--- config.mk ---
export PLATFORM = sky130hd
export DESIGN_NAME = dilution_tree_sequencer
export DESIGN_NICKNAME = d
export VERILOG_FILES = /design/src/rtl/dilution_tree_sequencer.sv
export SDC_FILE = /design/constraint.sdc
export NUM_CORES = 1
export LEC_CHECK = 0
export CORE_AREA = 2 2 85 87
export DETAILED_ROUTE_END_ITERATION = 6
export DIE_AREA = 0 0 87 89
export PLACE_DENSITY = 0.69
export SETUP_SLACK_MARGIN = 0.1
export SLEW_MARGIN = 20
export SYNTH_ARGS = -nofsm -noshare
export SYNTH_HDL_FRONTEND = slang
export SYNTH_SLANG_ARGS = --single-unit
--- constraint.sdc ---
create_clock -name clk -period 2.6 [get_ports clk]
set_clock_uncertainty 0.1 [all_clocks]
set_input_delay 0.78 -clock clk [delete_from_list [all_inputs] [get_ports clk]]
set_output_delay 0.78 -clock clk [all_outputs]
set_load 0.01 [all_outputs]
--- src/rtl/dilution_tree_sequencer.sv ---
// Timed dispense/mix/read controller for the 4-layer protein dilution fabric.
// Optional ASSAY_PAUSE_EN adds a pause input that freezes the assay timeline.
module dilution_tree_sequencer #(
  parameter int unsigned DISPENSE_CYCLES = 64,
  parameter int unsigned MIX_CYCLES      = 1024,
  parameter int unsigned READ_CYCLES     = 16,
  parameter int unsigned TIMER_W         = 16
) (
  input  logic        clk,
  input  logic        rst,
  input  logic        start,
  input  logic        abort,
`ifdef ASSAY_PAUSE_EN
  input  logic        pause,
`endif
  output logic        ds_sample,
  output logic [6:0]  ds_buffer,
  output logic [7:0]  ds_reagent,
  output logic [3:0]  mix_active,
  output logic [2:0]  detect_sel,
  output logic        detect_strobe,
  input  logic [11:0] detect_data,
  output logic        result_valid,
  output logic [2:0]  result_idx,
  output logic [11:0] result_data,
  output logic        busy,
  output logic        done,
  output logic        aborted
);

  typedef enum logic [2:0] {StIdle, StDisp, StMix, StRead, StDone} state_e;

  localparam logic [TIMER_W-1:0] DispLoad = TIMER_W'(DISPENSE_CYCLES - 1);
  localparam logic [TIMER_W-1:0] MixLoad  = TIMER_W'(MIX_CYCLES - 1);
  localparam logic [TIMER_W-1:0] ReadLoad = TIMER_W'(READ_CYCLES - 1);

  logic pause_in;
`ifdef ASSAY_PAUSE_EN
  assign pause_in = pause;
`else
  assign pause_in = 1'b0;
`endif

  state_e             state_q, state_d;
  logic [TIMER_W-1:0] timer_q, timer_d;
  logic [1:0]         layer_q, layer_d;
  logic [2:0]         chan_q, chan_d;
  // Set when the current cycle is frozen; a frozen cycle does not consume timeline.
  logic               paused_q, paused_d;
  logic               hold;

  logic        ds_sample_d, detect_strobe_d, result_valid_d, busy_d, done_d, aborted_d;
  logic [6:0]  ds_buffer_d;
  logic [7:0]  ds_reagent_d;
  logic [3:0]  mix_active_d;
  logic [2:0]  detect_sel_d, result_idx_d;
  logic [11:0] result_data_d;

  always_comb begin
    state_d        = state_q;
    timer_d        = timer_q;
    layer_d        = layer_q;
    chan_d         = chan_q;
    result_data_d  = result_data;
    result_idx_d   = result_idx;
    result_valid_d = 1'b0;
    aborted_d      = 1'b0;

    case (state_q)
      StIdle: begin
        if (start && !abort) begin
          state_d = StDisp;
          timer_d = DispLoad;
          layer_d = 2'd0;
          chan_d  = 3'd0;
        end
      end
      StDone: begin
        state_d   = StIdle;
        timer_d   = '0;
        layer_d   = 2'd0;
        chan_d    = 3'd0;
        aborted_d = abort;
      end
      default: begin
        if (abort) begin
          state_d   = StIdle;
          timer_d   = '0;
          layer_d   = 2'd0;
          chan_d    = 3'd0;
          aborted_d = 1'b1;
        end else if (!paused_q) begin
          if (timer_q != '0) begin
            timer_d = timer_q - TIMER_W'(1);
          end else begin
            case (state_q)
              StDisp: begin
                state_d = StMix;
                timer_d = MixLoad;
              end
              StMix: begin
                if (layer_q != 2'd3) begin
                  layer_d = layer_q + 2'd1;
                  state_d = StDisp;
                  timer_d = DispLoad;
                end else begin
                  state_d = StRead;
                  chan_d  = 3'd0;
                  timer_d = ReadLoad;
                end
              end
              default: begin
                result_data_d  = detect_data;
                result_idx_d   = chan_q;
                result_valid_d = 1'b1;
                if (chan_q != 3'd7) begin
                  chan_d  = chan_q + 3'd1;
                  timer_d = ReadLoad;
                end else begin
                  state_d = StDone;
                  timer_d = '0;
                end
              end
            endcase
          end
        end
      end
    endcase

    // Pause only bites while the assay stays inside its timed phases.
    hold = pause_in && (state_q inside {StDisp, StMix, StRead})
                    && (state_d inside {StDisp, StMix, StRead});

    ds_sample_d  = 1'b0;
    ds_buffer_d  = 7'd0;
    ds_reagent_d = 8'd0;
    if (state_d == StDisp && !hold) begin
      case (layer_d)
        2'd0: begin
          ds_sample_d = 1'b1;
          ds_buffer_d = 7'b0000001;
        end
        2'd1:    ds_buffer_d  = 7'b0000110;
        2'd2:    ds_buffer_d  = 7'b1111000;
        default: ds_reagent_d = 8'hff;
      endcase
    end
    mix_active_d    = (state_d == StMix) ? (4'b0001 << layer_d) : 4'd0;
    detect_sel_d    = (state_d == StRead) ? chan_d : 3'd0;
    detect_strobe_d = (state_d == StRead) && (timer_d == ReadLoad) && !hold;
    busy_d          = (state_d != StIdle);
    done_d          = (state_d == StDone);
    paused_d        = hold;
  end

  always_ff @(posedge clk or posedge rst) begin
    if (rst) begin
      state_q       <= StIdle;
      timer_q       <= '0;
      layer_q       <= 2'd0;
      chan_q        <= 3'd0;
      paused_q      <= 1'b0;
      ds_sample     <= 1'b0;
      ds_buffer     <= 7'd0;
      ds_reagent    <= 8'd0;
      mix_active    <= 4'd0;
      detect_sel    <= 3'd0;
      detect_strobe <= 1'b0;
      result_valid  <= 1'b0;
      result_idx    <= 3'd0;
      result_data   <= 12'd0;
      busy          <= 1'b0;
      done          <= 1'b0;
      aborted       <= 1'b0;
    end else begin
      state_q       <= state_d;
      timer_q       <= timer_d;
      layer_q       <= layer_d;
      chan_q        <= chan_d;
      paused_q      <= paused_d;
      ds_sample     <= ds_sample_d;
      ds_buffer     <= ds_buffer_d;
      ds_reagent    <= ds_reagent_d;
      mix_active    <= mix_active_d;
      detect_sel    <= detect_sel_d;
      detect_strobe <= detect_strobe_d;
      result_valid  <= result_valid_d;
      result_idx    <= result_idx_d;
      result_data   <= result_data_d;
      busy          <= busy_d;
      done          <= done_d;
      aborted       <= aborted_d;
    end
  end

endmodule

==> results.yml <==
die:
  start_util: 0.4169
  die_y_um: 89
  rows: 30
  die_x_um: 87
  io_pins: 59
  die-area_um2: 7743
  core_area_um2: 6719
final_layout:
  finalNetCount: 385
  n_antenna_cell: 0
  fin_cells: 448
  drive_above_1_share: 0.2772
  fillers: 570
  area_growth_pct: 40.38
run:
  maxCapViolations: 0
global_route:
  grt_pass1_vias: 2365
  grt.total_usage: 0.1871
  antenna_found_initial: 0
  overflow: 0
  grt_max_degree: 25
  grt_pass1_wl_um: 11320
min_path:
  hp-class: "reg -> reg"
  min-delay-start: "result_data[11]$_DFFE_PP0P_"
clock_tree:
  path_clk_slew_ns: 0.10
  clkLatencyLatePin_ns: 0.31
  cts_buffer_depth: 2
  cts_buffers: 5
  h-tree-depth: 2
  cts_hold_buf: 0
  root_buffer: "clkbuf_8"
  cts.sinks: 56
  cts_tree: "built"
yosys:
  syn_nets: 291
  synth_largest_area_cell: "dfrtp_1"
  synth-main-ff-cell: "dfrtp_1"
  syn_inst: 273
  ys_top_cells_by_area: "dfrtp_1, mux2_2, buf_4, nand2_1, o21ai_0"
  synth_edf_count: 0
  avgSynthCellArea_um2: 10.26
  synthArstFlopShare: 1.000
  synth_top_area_frac: 0.5002
  ys_seq_area_frac: 0.5002
  ys_types: 53
  ys_ff_latch: 56
  ys_warn_count: 0
  synthesis.area_um2: 2801
detailed_routing:
  drt-initial-drc-count: 184
  vias: 2474
  firstDrtPassIters: 4
  wl_um: 7122
  vias_per_cell: 5.522
  postRouteAntennaNets: 0
  drc: 0
  avgRoutedWirePerCell_um: 15.90
setup_path:
  max_stage_delay_ns: 0.54
  start_kind: "flip-flop"
  crit_fanout: 5
  cp.required_ns: 2.73
  endpoint_kind: "flip-flop"
  critPathBufInv: 1
  crit_type: "reg -> reg"
  cp_top_family: "simple AND/OR/NAND/NOR gates"
  setup.worst_path.start: "timer_q[0]$_DFF_PP0_"
  crit_chain: "inv_2 -> ha_4 -> or4b_4 -> o41ai_4 -> a21boi_1 -> a41o_1 -> nor3_2 -> nand4_1 -> nor4b_2"
  cp_data_arrival_time_ns: 2.74
  slowest_stage: "or4b_4"
  r2r_start: "timer_q[0]$_DFF_PP0_"
sta:
  drv_slew: 0
  setup_ws_ns: -0.007541
  slew_headroom: 0.6276
  min_period_ns: 2.608
  setup_viol_count_final: 1
  hold_viol: 0
  rsz0062_at_grt: "true"
  fmax_ghz: 0.3835
  worst_slew_pin_slew_ns: 0.5516
  finalSetupTns_ns: -0.007541
  period_share: 1.003
pwr:
  total_power_mw: 2.101
  p_switching_uw: 637.5
  p_clk_frac: 0.230
  combPwrFrac: 0.286
  leakagePower_nw: 1.756
  power.density_nw_per_um2: 534.2
  p_sw_frac: 0.3035
  ir_worst_vdd_uv: 255.9
  intPower_mw: 1.463
  seqPwrFrac: 0.483
placed_design:
  pre_cts_ws_ns: -0.3592
  dp_cells: 436
  dpl.hpwl_um: 5265
  portBuffers: 58
  gp_congestion: 0.9240
outcome:
  status: "finished with violations"
  violations: "negative setup slack"
## Yosys cell counts (3+ instances only)
cell	instances
a31oi_1	6
or3_1	4
nor4_1	5
inv_1	9
nand2_1	24
and2_1	5
a32o_1	3
clkbuf_1	6
nor3b_1	3
and3_1	3
o21ai_0	17
buf_2	4
dfrtp_1	56
nor3_1	9
nor2_1	21
a21oi_1	7
nand2b_1	4
mux2_2	15
buf_4	13
nand4_1	8
nand3_1	11
## layout by cell type, fill, tap and decap left out, types with 4 or more instances in the layout
master / instances
clkdlybuf4s50_1: 58
dfrtp_1: 56
buf_4: 49
nand2_1: 24
nor2_1: 21
o21ai_0: 16
mux2_2: 15
nand3_1: 11
nor3_1: 8
nand4_1: 8
a21oi_1: 7
inv_1: 6
a31oi_1: 6
and2_1: 5
clkbuf_8: 5
nor4_1: 4
## layout make-up
cell class / count / area (um2) / area share
Timing Repair Buffer: 110 / 999.7 / 0.2542
Clock inverter: 2 / 16.27 / 0.004136
Multi-Input combinational cell: 185 / 1309 / 0.3328
Inverter: 9 / 33.78 / 0.008591
Tap cell: 80 / 100.1 / 0.02545
Clock buffer: 6 / 72.57 / 0.01845
Sequential cell: 56 / 1401 / 0.3563
## layer usage
metal | wire (um) | vias up | track usage
met3 | 440 | 17 | 0.03601
met2 | 3487 | 104 | 0.3324
met4 | 153 | 0 | 0.06960
met5 | 0 | - | 0
li1 | - | 1171 | -
met1 | 3041 | 1182 | 0.2258
## path summary, 6_finish.rpt
check                      depth (start not counted)                     endpoint  slack (ns)
max                                                9      detect_strobe$_DFF_PP0_      -0.008
min                                                1  result_data[11]$_DFFE_PP0P_        0.41
max reg2reg                                        9      detect_strobe$_DFF_PP0_      -0.008
min reg2reg                                        1  result_data[11]$_DFFE_PP0P_        0.41
max in group asynchronous                          3          chan_q[0]$_DFF_PP0_        1.19
min in group asynchronous                          2          ds_sample$_DFF_PP0_        0.68
## state kept, by name, indices dropped and copies added, names as in the netlist, 2 cells and up
signal and flops:
result_idx 3, ds_buffer 3, chan_q 3, mix_active 4, timer_q 16, result_data 12, layer_q 2, detect_sel 3
state_q 3
## logic make-up (layout without fill, tap and decap cells)
group	count (synthesis)	after routing	synth area share
buf+inv	32	127	0.06208
mux	15	15	0.06029
flops	56	56	0.5002
simple gates	113	113	0.2345
compound gates	53	53	0.1277
fa+ha+maj	2	2	0.008931
xor+xnor	2	2	0.006254
## timing repair
| action | in CTS | in global routing |
|---|---|---|
| endpoints found under the setup margin | 24 | 28 |
| buffers inserted | 2 | 2 |
| gates resized for setup | 8 | 11 |
| pin swaps | 6 | 2 |
## through the flow
step	cell area (um2)	utilization	hold slack (ns)
6_report	3933	0.5853	0.4118
4_1_cts	3862	0.5749	0.4169
3_5_place_dp	3727	0.5547	0.3938
2_1_floorplan	2804	-	0.3858
3_3_place_gp	3727	0.5547	0.3870
5_1_grt	3933	0.5853	0.4243
## power by group through the flow
| stage | clock, mW | combinational, mW | sequential [mW] |
|---|---|---|---|
| floorplan | 0 | 0.262 | 1.04 |
| global placement | 0 | 0.553 | 1.03 |
| detailed placement | 0 | 0.559 | 1.03 |
| CTS | 0.494 | 0.588 | 1.01 |
| global route | 0.527 | 0.656 | 1.02 |
| finish | 0.484 | 0.602 | 1.02 |
Power figures use the tool's default switching activity.
